<file path="config.mk">
export PLATFORM = sky130hd
export DESIGN_NAME = packet_generator
export DESIGN_NICKNAME = d
export VERILOG_FILES = /design/src/rtl/packet_generator.sv
export SDC_FILE = /design/constraint.sdc
export NUM_CORES = 1
export LEC_CHECK = 0
export ABC_CLOCK_PERIOD_IN_PS = 2350
export CORE_UTILIZATION = 40
export CTS_BUF_LIST = sky130_fd_sc_hd__clkbuf_16
export DETAILED_ROUTE_END_ITERATION = 8
export GPL_TIMING_DRIVEN = 0
export PLACE_DENSITY = 0.69
export SLEW_MARGIN = 30
export SYNTH_ARGS = -nofsm -noshare
export SYNTH_HDL_FRONTEND = slang
export SYNTH_SLANG_ARGS = --single-unit
</file>
<file path="constraint.sdc">
create_clock -name clk -period 2.35 [get_ports clk]
set_input_delay 0.5875 -clock clk [delete_from_list [all_inputs] [get_ports clk]]
set_output_delay 0.5875 -clock clk [all_outputs]
set_load 0.02 [all_outputs]
</file>
<file path="src/rtl/packet_generator.sv">
// Framed packet generator: three fixed header bytes, a variable-length payload
// pulled from a valid-only source, then an XOR checksum byte with a done pulse.
module packet_generator #(
  parameter logic [7:0]  HDR0  = 8'hAA,
  parameter logic [7:0]  HDR1  = 8'h55,
  parameter logic [7:0]  HDR2  = 8'hF0,
  parameter int unsigned LEN_W = 4
) (
  input  logic             clk,
  input  logic             reset,
  input  logic             start,
  input  logic [LEN_W-1:0] payload_len,
  input  logic [7:0]       pay_data,
  input  logic             pay_valid,
  output logic             pay_ready,
  output logic [7:0]       tx_byte,
  output logic             tx_valid,
  output logic             busy,
  output logic             done,
  output logic [1:0]       state
);

  typedef enum logic [1:0] {
    StIdle = 2'd0,
    StHdr  = 2'd1,
    StPay  = 2'd2,
    StCsum = 2'd3
  } state_e;

  state_e           state_q, state_d;
  logic [7:0]       tx_byte_q, tx_byte_d;
  logic             tx_valid_q, tx_valid_d;
  logic             done_q, done_d;
  logic [7:0]       csum_q, csum_d;
  logic [LEN_W-1:0] count_q, count_d;
  logic [LEN_W-1:0] count_inc;
  logic [1:0]       hdr_idx_q, hdr_idx_d;
  logic [LEN_W-1:0] len_q, len_d;

  assign count_inc = count_q + 1'b1;

  always_comb begin
    state_d    = state_q;
    tx_byte_d  = 8'h00;
    tx_valid_d = 1'b0;
    done_d     = 1'b0;
    csum_d     = csum_q;
    count_d    = count_q;
    hdr_idx_d  = hdr_idx_q;
    len_d      = len_q;

    unique case (state_q)
      StIdle: begin
        if (start) begin
          len_d      = payload_len;
          csum_d     = 8'h00;
          count_d    = '0;
          tx_byte_d  = HDR0;
          tx_valid_d = 1'b1;
          hdr_idx_d  = 2'd1;
          state_d    = StHdr;
        end
      end

      StHdr: begin
        tx_valid_d = 1'b1;
        if (hdr_idx_q == 2'd1) begin
          tx_byte_d = HDR1;
          hdr_idx_d = 2'd2;
        end else begin
          tx_byte_d = HDR2;
          hdr_idx_d = 2'd0;
          state_d   = (len_q != '0) ? StPay : StCsum;
        end
      end

      StPay: begin
        // A missing source byte leaves a zeroed, invalid bubble on the stream.
        if (pay_valid) begin
          tx_byte_d  = pay_data;
          tx_valid_d = 1'b1;
          csum_d     = csum_q ^ pay_data;
          count_d    = count_inc;
          if (count_inc == len_q) begin
            state_d = StCsum;
          end
        end
      end

      StCsum: begin
        tx_byte_d  = csum_q;
        tx_valid_d = 1'b1;
        done_d     = 1'b1;
        state_d    = StIdle;
      end

      default: state_d = StIdle;
    endcase
  end

  always_ff @(posedge clk or posedge reset) begin
    if (reset) begin
      state_q    <= StIdle;
      tx_byte_q  <= 8'h00;
      tx_valid_q <= 1'b0;
      done_q     <= 1'b0;
      csum_q     <= 8'h00;
      count_q    <= '0;
      hdr_idx_q  <= 2'd0;
      len_q      <= '0;
    end else begin
      state_q    <= state_d;
      tx_byte_q  <= tx_byte_d;
      tx_valid_q <= tx_valid_d;
      done_q     <= done_d;
      csum_q     <= csum_d;
      count_q    <= count_d;
      hdr_idx_q  <= hdr_idx_d;
      len_q      <= len_d;
    end
  end

  assign pay_ready = (state_q == StPay);
  assign busy      = (state_q != StIdle);
  assign tx_byte   = tx_byte_q;
  assign tx_valid  = tx_valid_q;
  assign done      = done_q;
  assign state     = state_q;

endmodule

</file>
==> results.md, run 1 <==
* Status: completed
* Core box area at approximately 3700 µm²
* Most frequent CP cell: inv_1
* Syn Inst Count at 157
* Num CTS Buffers at 5
* Iteration-0 DRC Markers at 71
* Buf+Inv Stages, Crit Path at 3
* Port Buf Inserts at 29
* Warnings, synthesis at 0
* DRT Pass-1 Iters at 4
* CTS root buffer: clkbuf_16
* Layout cells sized above 1 at 0.08763
* CTS Buffer Depth at 2
* WP data arrival at 1.60 ns
* FF-to-FF End: csum_q[4]$_DFFE_PP0P_
* Critical Path RT at 1.76 ns
* Cell area after synthesis at 1567 µm²
* Crit Path Max Fanout at 6
* CP top delay family: buffers and inverters
* Worst hold path class: reg -> reg
* Post-synthesis register bit count at 30
* CP max stage delay at 0.43 ns
* Final Hold Slack at 0.5044 ns
* Met2 usage at 0.3500
* Slowest-stage cell, CP: dfrtp_1
* FILL cells at 340
* CTS clk-pin slew, worst paths at 0.05 ns
* Largest net degree at the start of global routing at 31
* First-pass GRT wire length at 6.237 mm
* Area Overhead vs Synth at 34.58%
* Die ar. at 4171 µm²
* Die height at 64.58 µm
* Hold_buf cts at 0
* GRT met3 Usage at 0.05282
* R2R setup slack at about 0.32 ns
* Most common cell after layout, fill and taps aside: dfrtp_1
* Starting density of the core at 0.4215
* Worst vdd ir at around 500 µV
* Lkg Pwr at between 0.9 and 1 nW
* DR DRC count at 0
* Vias in the first global route at roughly 1300
* Final HPWL DP at 2.574 mm
* Measured slew at the worst slew-check pin at 0.7694 ns
* Initial antenna violation count at 0
* Synth unique cells at 35
* Commonest cells after routing, fill and taps aside: 29 x dfrtp_1, 27 x clkdlybuf4s50_1, 16 x nand2_1
* RSZ-0062 raised after global routing: no
* Max-capacitance violation count at 0
* Fmax at 456.8 MHz
* Worst Hold End: hdr_idx_q[0]$_DFFE_PP0P_
* Relative slew slack at 0.4836
* Hold Startpoint: hdr_idx_q[0]$_DFFE_PP0P_
* DIE WIDTH at between 60 and 70 µm
* Setup Skew at 0.001820 ns
* Met1 global-route usage at 0.2321
* Clock sink count at 30
* Sum Neg Setup Slack at 0 ns
* Vias at 1355
* WL/cell at approximately 15 µm
* Total grt overflow at 0
* Rows at 22
* Ant diodes at 0
* Final WL at ~3.7 mm
* Sequential cell area fraction in the yosys report at 0.4792
* Reg2Reg Depth at 5
* Tcrit/Tclk final at 0.9315
* Boundary pin count at 30
* CP Capture Type: output pin
* Nets at 215
* Gr busiest metal: met2
* Hold depth at 2
* FF-to-FF Start: state[0]$_DFFE_PP0P_
* Fin crit period at between 2 and 2.5 ns
* CTS tree: built
* Pins Over Slew Limit at 0
* Crit path cell chain: inv_1 -> ha_1 -> inv_1 -> dlygate4sd2_1
* Final ANT Viol Nets at 0
* Worst Setup Start Kind: register
* Global placer's final weighted congestion at 0.7764
* Total GRT Usage at 0.1992
* Worst-skew pair later-pin latency at 0.27 ns
* Endpoints failing setup at 0
* Power Density at roughly 1500 nW/µm²
* Avg Inst Size Synth at 9.978 µm²
* Syn Nets at 179
* DR vias/cell at 5.599
* H-tree levels at 2
* Final Hold Viols at 0
* Worst setup path category: reg -> out
==> registers in the layout, indices dropped and copies added (netlist names) <==
register and flops:
tx_valid 1, len_q 4, csum_q 8, tx_byte 8, count_q 4, hdr_idx_q 2, state 2, done 1
==> worst max path at each step <==
| stage | from | end | cells after the start | slack [ns] |
|---|---|---|---|---|
| after floorplan | state[1]$_DFFE_PP0P_ | state[1]$_DFFE_PP0P_ | 7 | 0.40 |
| after global placement | start | state[1]$_DFFE_PP0P_ | 6 | 0.03 |
| after detailed placement | start | state[1]$_DFFE_PP0P_ | 6 | 0.04 |
| after CTS | state[0]$_DFFE_PP0P_ | pay_ready | 3 | 0.03 |
| after global routing | state[0]$_DFFE_PP0P_ | busy | 4 | 0.07 |
| final | state[0]$_DFFE_PP0P_ | busy | 4 | 0.16 |
==> tightest hold or removal path: stages (launching register included) <==
cell     delay [ns]
dfrtp_1        0.36
nand2_1        0.05
o21ai_0        0.06
==> layer usage <==
metal	share of wire	vias up	wire length, µm
li1	-	642	-
met1	0.41	675	1511
met2	0.54	36	1970
met3	0.046	2	169
met4	0.0079	0	29
met5	0	-	0
==> per-stage QoR <==
step / power [mW] / util / std cells / setup slack, ns / cell area (µm²)
2_1_floorplan: 1.820 / - / 157 / 0.4025 / 1567
3_3_place_gp: 2.240 / 0.5158 / 234 / 0.03118 / 1917
3_5_place_dp: 2.301 / 0.5158 / 234 / 0.03869 / 1917
4_1_cts: 3.136 / 0.5667 / 242 / 0.03092 / 2106
5_1_grt: 3.312 / 0.5673 / 242 / 0.06700 / 2108
6_report: 3.117 / 0.5673 / 242 / 0.1610 / 2108
==> cells in the mapped netlist, drive strengths merged <==
cell / instances / area [µm²]
nand2: 16 / 60.06
nand3b: 2 / 15.01
nor4: 2 / 12.51
a21o: 8 / 60.06
a22o: 9 / 78.83
o31a: 1 / 8.760
xor2: 2 / 17.52
or3: 1 / 6.260
o22a: 1 / 8.760
a21oi: 7 / 35.03
xnor3: 1 / 22.52
inv: 5 / 18.77
a211o: 1 / 8.760
o311ai: 1 / 8.760
nor2: 12 / 45.04
o21ai: 6 / 30.02
xnor2: 2 / 17.52
a31oi: 2 / 12.51
nor2b: 1 / 6.260
nor3: 9 / 45.04
clkbuf: 5 / 18.77
ha: 6 / 75.07
nand2b: 3 / 18.77
o211ai: 1 / 7.510
o2bb2ai: 1 / 8.760
a221oi: 2 / 17.52
a22oi: 4 / 30.03
and2: 2 / 12.51
buf: 3 / 15.01
mux2: 5 / 60.05
nand3: 3 / 15.01
dfrtp: 30 / 750.7
nand4: 3 / 18.77
==> power breakdown <==
part	internal [mW]	total [mW]	switching, mW	leakage [nW]
clock	0.603	0.824	0.221	0.0915
combinational	0.656	1.39	0.735	0.507
sequential	0.736	0.903	0.167	0.382
total	1.99	3.12	1.12	0.980
==> final cells by class <==
cell class | instances | area [µm²] | share of cell area
tap | 48 | 60.06 | 0.02849
clock buffer | 5 | 125.1 | 0.05935
multi-input combinational | 114 | 763.2 | 0.3620
buffer | 8 | 33.78 | 0.01602
timing repair buffer | 29 | 291.5 | 0.1383
inverter | 5 | 18.77 | 0.008902
clock inverter | 3 | 63.81 | 0.03027
sequential | 30 | 752.0 | 0.3567
==> timing repair <==
item | 4_1_cts | 5_1_grt
resized for setup | 2 | 1
buffers inserted | 0 | 0
setup endpoints to repair | 1 | 1
endpoints found under the hold margin | 0 | 0
==> cells by family after synthesis <==
| group | after synthesis | synth area share |
|---|---|---|
| compound gates | 44 | 0.2013 |
| xor+xnor | 5 | 0.03674 |
| fa+ha+maj | 6 | 0.04792 |
| buf+inv | 13 | 0.03355 |
| flops | 30 | 0.4792 |
| mux | 5 | 0.03833 |
| simple gates | 54 | 0.1629 |
Power figures use the tool's default switching activity.
==> run 2: changes to the inputs <==
--- a/config.mk
+++ b/config.mk
@@ -11,6 +11,7 @@
 export DETAILED_ROUTE_END_ITERATION = 8
 export GPL_TIMING_DRIVEN = 0
 export PLACE_DENSITY = 0.69
+export RECOVER_POWER = 50
 export SLEW_MARGIN = 30
 export SYNTH_ARGS = -nofsm -noshare
 export SYNTH_HDL_FRONTEND = slang
==> run 2 against run 1 <==
Net effect:
- global-route usage stayed put
- combinational power hardly changed
- sequential share of layout area hardly changed
- highest routed layer unchanged
- critical path depth is 2 higher
- non-clock buffer count stayed put
- hold slack hardly changed
- cell area hardly changed
- clock power hardly changed
- worst setup slack worse by 0.051 ns
- power is 0.19% lower
- sequential power hardly changed
- critical endpoint is now state[1]$_DFFE_PP0P_
- largest cell class unchanged
- critical path type is now in -> reg
==> results.md, run 2 (same netlist as run 1, synthesis figures left out) <==
* Status: completed
* Non-Filler Instances at ~240
* Starting density of the core at 0.4215
* Setup WS post-layout at 0.1101 ns
* First-pass GRT wire length at just over 6 mm
* DR DRC count at 0
* Initial antenna violation count at 0
* Critical Path RT at 2.51 ns
* Nets at about 220
* Reg2Reg Depth at 7
* DIE WIDTH at 64.58 µm
* Global placer's final weighted congestion at 0.7764
* Die ar. at between 4000 and 5000 µm²
* Num CTS Buffers at 5
* Final Hold Slack at 0.5045 ns
* DR vias/cell at 5.583
* CTS Buffer Depth at 2
* Pins Over Slew Limit at 0
* Hold depth at 2
* Final HPWL DP at between 2 and 3 mm
* Endpoints failing setup at 0
* Hold Startpoint: hdr_idx_q[0]$_DFFE_PP0P_
* WL/cell at approximately 15 µm
* Clock sink count at 30
* Worst Hold End: hdr_idx_q[0]$_DFFE_PP0P_
* Dpl cells at between 200 and 250
* DRT Pass-1 Iters at 4
* Pwr Total at 3.111 mW
* CTS clk-pin slew, worst paths at 0.05 ns
* Vias at about 1400
* Vias in the first global route at 1333
* Core box area at 3716 µm²
* H-tree levels at 2
* Power Density at between 1000 and 1500 nW/µm²
* Final Hold Viols at 0
* FF-to-FF Start: state[0]$_DFFE_PP0P_
* Lkg Pwr at 0.9801 nW
* Worst hold path class: reg -> reg
* Fmax at 446.4 MHz
* Ant diodes at 0
* Setup Fix Bufs, Post-CTS at 0
* RSZ-0062 raised after global routing: no
* Setup Skew at 0.002263 ns
* R2R setup slack at approximately 0.19 ns
* Relative slew slack at 0.2389
* Most common cell after layout, fill and taps aside: dfrtp_1
* CP Capture Type: register
* Area Overhead vs Synth at 34.50%
* Measured slew at the worst slew-check pin at 1.140 ns
* Layout cells sized above 1 at 0.07732
* Sum Neg Setup Slack at 0 ns
* Die height at 64.58 µm
* Fin crit period at approximately 2.2 ns
* Commonest cells after routing, fill and taps aside: 29 x dfrtp_1, 25 x clkdlybuf4s50_1, 16 x nand2_1
* Total grt overflow at 0
* Max-capacitance violation count at 0
* Tcrit/Tclk final at 0.9532
* CTS tree: built
* Setup WS pre-CTS at just under 0.04 ns
* Crit Path Max Fanout at 9
* Final ANT Viol Nets at 0
* Largest net degree at the start of global routing at 31
* WP data arrival at 2.40 ns
* Port Buf Inserts at 29
* Total GRT Usage at 0.1992
* Worst Setup Start Kind: primary input
* Worst setup path category: in -> reg
* Iteration-0 DRC Markers at 71
* Worst vdd ir at 502.4 µV
* Worst-skew pair later-pin latency at 0.27 ns
* FF-to-FF End: state[1]$_DFFE_PP0P_
* Final WL at between 3 and 4 mm
* CTS root buffer: clkbuf_16
* Boundary pin count at 30
* Rows at 22
## run 2: cell count changes in the layout (fill, tap and decap cells not counted)
| cell | before | now |
|---|---|---|
| inv_2 | 1 | 0 |
| clkbuf_1 | 5 | 6 |
| buf_2 | 3 | 2 |
| inv_1 | 4 | 5 |
| clkdlybuf4s50_1 | 27 | 25 |
| dlygate4sd3_1 | 0 | 2 |
## run 2: final cells by class
class,instances,area (µm²)
multi-input combinational,114,763.2
timing repair buffer,29,291.5
buffer,8,32.53
clock buffer,5,125.1
fill,341,1609
inverter,5,18.77
clock inverter,3,63.81
sequential,30,752.0
tap,48,60.06
## run 2: timing repair
action	4_1_cts	5_1_grt
resized for setup	2	1
setup endpoints to repair	1	1
hold buffers	0	0
pin swaps	0	0
endpoints found under the hold margin	0	0
## run 2: where the power goes
group | leakage (nW) | switching (mW) | internal (mW)
Clock | 0.0915 | 0.221 | 0.603
Combinational | 0.507 | 0.734 | 0.651
Sequential | 0.382 | 0.167 | 0.736
## run 2: how the worst max path moves through the flow
stage                              start              endpoint  slack [ns]  depth (start not counted)
floorplan           state[1]$_DFFE_PP0P_  state[1]$_DFFE_PP0P_        0.40                          7
detailed placement                 start  state[1]$_DFFE_PP0P_        0.04                          6
CTS                 state[0]$_DFFE_PP0P_             pay_ready        0.03                          3
global placement                   start  state[1]$_DFFE_PP0P_        0.03                          6
global route                       start  state[1]$_DFFE_PP0P_        0.05                          6
finish                             start  state[1]$_DFFE_PP0P_        0.11                          6
## run 2: layer usage
| metal | part of all wire | track usage | up-vias |
|---|---|---|---|
| li1 | - | - | 642 |
| met3 | 0.045 | 0.05282 | 2 |
| met4 | 0.0079 | 0.06944 | 0 |
| met5 | 0 | 0 | - |
| met1 | 0.41 | 0.2321 | 671 |
| met2 | 0.53 | 0.3500 | 36 |
## run 2: metrics by stage
| stage | util | area (µm²) |
|---|---|---|
| after detailed placement | 0.5158 | 1917 |
| final | 0.5670 | 2107 |
| after floorplan | - | 1567 |
| after CTS | 0.5667 | 2106 |
| after global routing | 0.5670 | 2107 |
| after global placement | 0.5158 | 1917 |
## run 2: worst max-delay path, cell delays in order
cell and delay (ns):
clkdlybuf4s50_1 0.57, nand2b_1 0.14, clkbuf_1 0.31, nand3_1 0.12
o31a_1 0.36, mux2_4 0.30
==> run 3: changes to the inputs <==
--- a/config.mk
+++ b/config.mk
@@ -12,6 +12,7 @@
 export GPL_TIMING_DRIVEN = 0
 export PLACE_DENSITY = 0.69
 export RECOVER_POWER = 50
+export SETUP_SLACK_MARGIN = 0.15
 export SLEW_MARGIN = 30
 export SYNTH_ARGS = -nofsm -noshare
 export SYNTH_HDL_FRONTEND = slang
==> run 3 against run 2 <==
Net effect:
- final cell count stayed put
- sequential power hardly changed
- clock power hardly changed
- largest cell class unchanged
- die area stayed put
- combinational power hardly changed
- sequential share of layout area is 0.11 points higher
- hold slack hardly changed
==> results.md, run 3 (same netlist as run 1, synthesis figures left out) <==
* Final design utilization at 0.5653
* FILL cells at 342
* Comb power frac at 0.445
* Multi-input gate area at 763.2 µm²
* R2R setup slack at between 0.3 and 0.4 ns
* Tcrit/Tclk final at 0.8889
* Ant diodes at 0
* Hold depth at 2
* Most common cell after layout, fill and taps aside: dfrtp_1
* Worst-skew pair later-pin latency at around 0.27 ns
* Port Buf Inserts at 29
* FF-to-FF End: csum_q[4]$_DFFE_PP0P_
* Worst setup path category: in -> reg
* Sum Neg Setup Slack at 0 ns
* Die height at 64.58 µm
* FF-to-FF Start: state[0]$_DFFE_PP0P_
* WL/cell at 15.21 µm
* RSZ-0062 raised after global routing: no
* Clock sink count at 30
* Final WL at ~3.7 mm
* Internal at 1.984 mW
* CP Capture Type: register
* DR DRC count at 0
* Final ANT Viol Nets at 0
* Pwr Total at 3.108 mW
* Lkg Pwr at 0.9707 nW
* Total GRT Usage at 0.1992
* Boundary pin count at 30
* Dpl cell area at 1917 µm²
* Status: completed
* Nets at 215
* Worst hold path class: reg -> reg
* Layout cells sized above 1 at 0.08763
* Worst Setup Start Kind: primary input
* CTS tree: built
* Dpl cells at 234
* Relative slew slack at 0.2383
* Commonest cells after routing, fill and taps aside: 29 x dfrtp_1, 25 x clkdlybuf4s50_1, 16 x nand2_1
* Num CTS Buffers at 5
* WP data arrival at 2.24 ns
* Largest net degree at the start of global routing at 31
* Crit Path Max Fanout at 9
* Final Hold Viols at 0
* DRT Pass-1 Iters at 4
* Clock share of power at 0.265
* Global placer's final weighted congestion at 0.7764
* Worst vdd ir at 501.9 µV
* Measured slew at the worst slew-check pin at 1.141 ns
* DR vias/cell at about 5.6
* Hold Startpoint: hdr_idx_q[0]$_DFFE_PP0P_
* Endpoints failing setup at 0
* Setup WS post-layout at between 0.2 and 0.3 ns
* Rows at 22
* Switching power at 1.124 mW
* H-tree levels at 2
* Setup Fix Bufs, Post-CTS at 0
* CTS root buffer: clkbuf_16
* Final HPWL DP at 2.574 mm
* Pins Over Slew Limit at 0
* Initial antenna violation count at 0
* Critical Path RT at approximately 2.5 ns
* Sequential Area at 752.0 µm²
* Total grt overflow at 0
* Setup Skew at 0.001855 ns
* Vias at 1357
* Die ar. at about 4200 µm²
* DIE WIDTH at 64.58 µm
* Final Hold Slack at 0.5045 ns
* Fin area at 2101 µm²
* Sequential share of power at 0.290
* Reg2Reg Depth at 5
* Setup WS pre-CTS at a little under 0.04 ns
* Starting density of the core at 0.4215
* Core box area at 3716 µm²
* Iteration-0 DRC Markers at between 60 and 70
* Switching Fraction at 0.3618
* CTS Buffer Depth at 2
* Fmax at 478.7 MHz
* Power Density at 1480 nW/µm²
* Non-Filler Instances at 242
* Max-capacitance violation count at 0
* CTS clk-pin slew, worst paths at about 0.050 ns
* Vias in the first global route at about 1300
* Fin crit period at 2.089 ns
* Worst Hold End: hdr_idx_q[0]$_DFFE_PP0P_
* Area Overhead vs Synth at 34.11%
* First-pass GRT wire length at 6.237 mm
run 3: changes by cell type in the layout (fill, tap and decap cells not counted):
| cell | change |
|---|---|
| buf_2 | +1 |
| clkbuf_1 | -1 |
| clkbuf_2 | +1 |
| dlymetal6s2s_1 | -1 |
run 3: critical path, cell delays in order:
cell and delay [ns]:
clkdlybuf4s50_1 0.57, nand2b_1 0.13, buf_2 0.20, nand3_1 0.09, o31a_1 0.35, mux2_4 0.30
run 3: timing repair:
| item | 4_1_cts | 5_1_grt |
|---|---|---|
| hold buffers | 0 | 0 |
| endpoints found under the setup margin | 2 | 1 |
| gates resized for setup | 3 | 2 |
run 3: how the worst max path moves through the flow:
stage	from	endpoint	cells past startpoint
global route	state[0]$_DFFE_PP0P_	csum_q[6]$_DFFE_PP0P_	5
finish	start	state[1]$_DFFE_PP0P_	6
CTS	state[0]$_DFFE_PP0P_	busy	4
detailed placement	start	state[1]$_DFFE_PP0P_	6
floorplan	state[1]$_DFFE_PP0P_	state[1]$_DFFE_PP0P_	7
global placement	start	state[1]$_DFFE_PP0P_	6
run 3: metal layers:
| layer | GRT usage | wire [µm] | up-vias | part of all wire |
|---|---|---|---|---|
| met2 | 0.3500 | 1958 | 33 | 0.53 |
| met3 | 0.05282 | 171 | 2 | 0.046 |
| met1 | 0.2321 | 1523 | 681 | 0.41 |
| met4 | 0.06944 | 29 | 0 | 0.0079 |
| li1 | - | - | 641 | - |
| met5 | 0 | 0 | - | 0 |
run 3: power groups by stage:
| stage | clock network [mW] | registers (mW) | logic, mW |
|---|---|---|---|
| final | 0.824 | 0.902 | 1.38 |
| after global routing | 0.854 | 0.931 | 1.52 |
| after CTS | 0.833 | 0.906 | 1.39 |
| after detailed placement | 0 | 0.911 | 1.39 |
| after global placement | 0 | 0.895 | 1.35 |
| after floorplan | 0 | 1.00 | 0.820 |
run 3: cell type report:
type	instances	area share
Buffer	8	0.01608
Clock buffer	5	0.05956
Clock inverter	3	0.03038
Inverter	5	0.008934
Multi-Input combinational cell	114	0.3633
Sequential cell	30	0.3580
Tap cell	48	0.02859
Timing Repair Buffer	29	0.1352
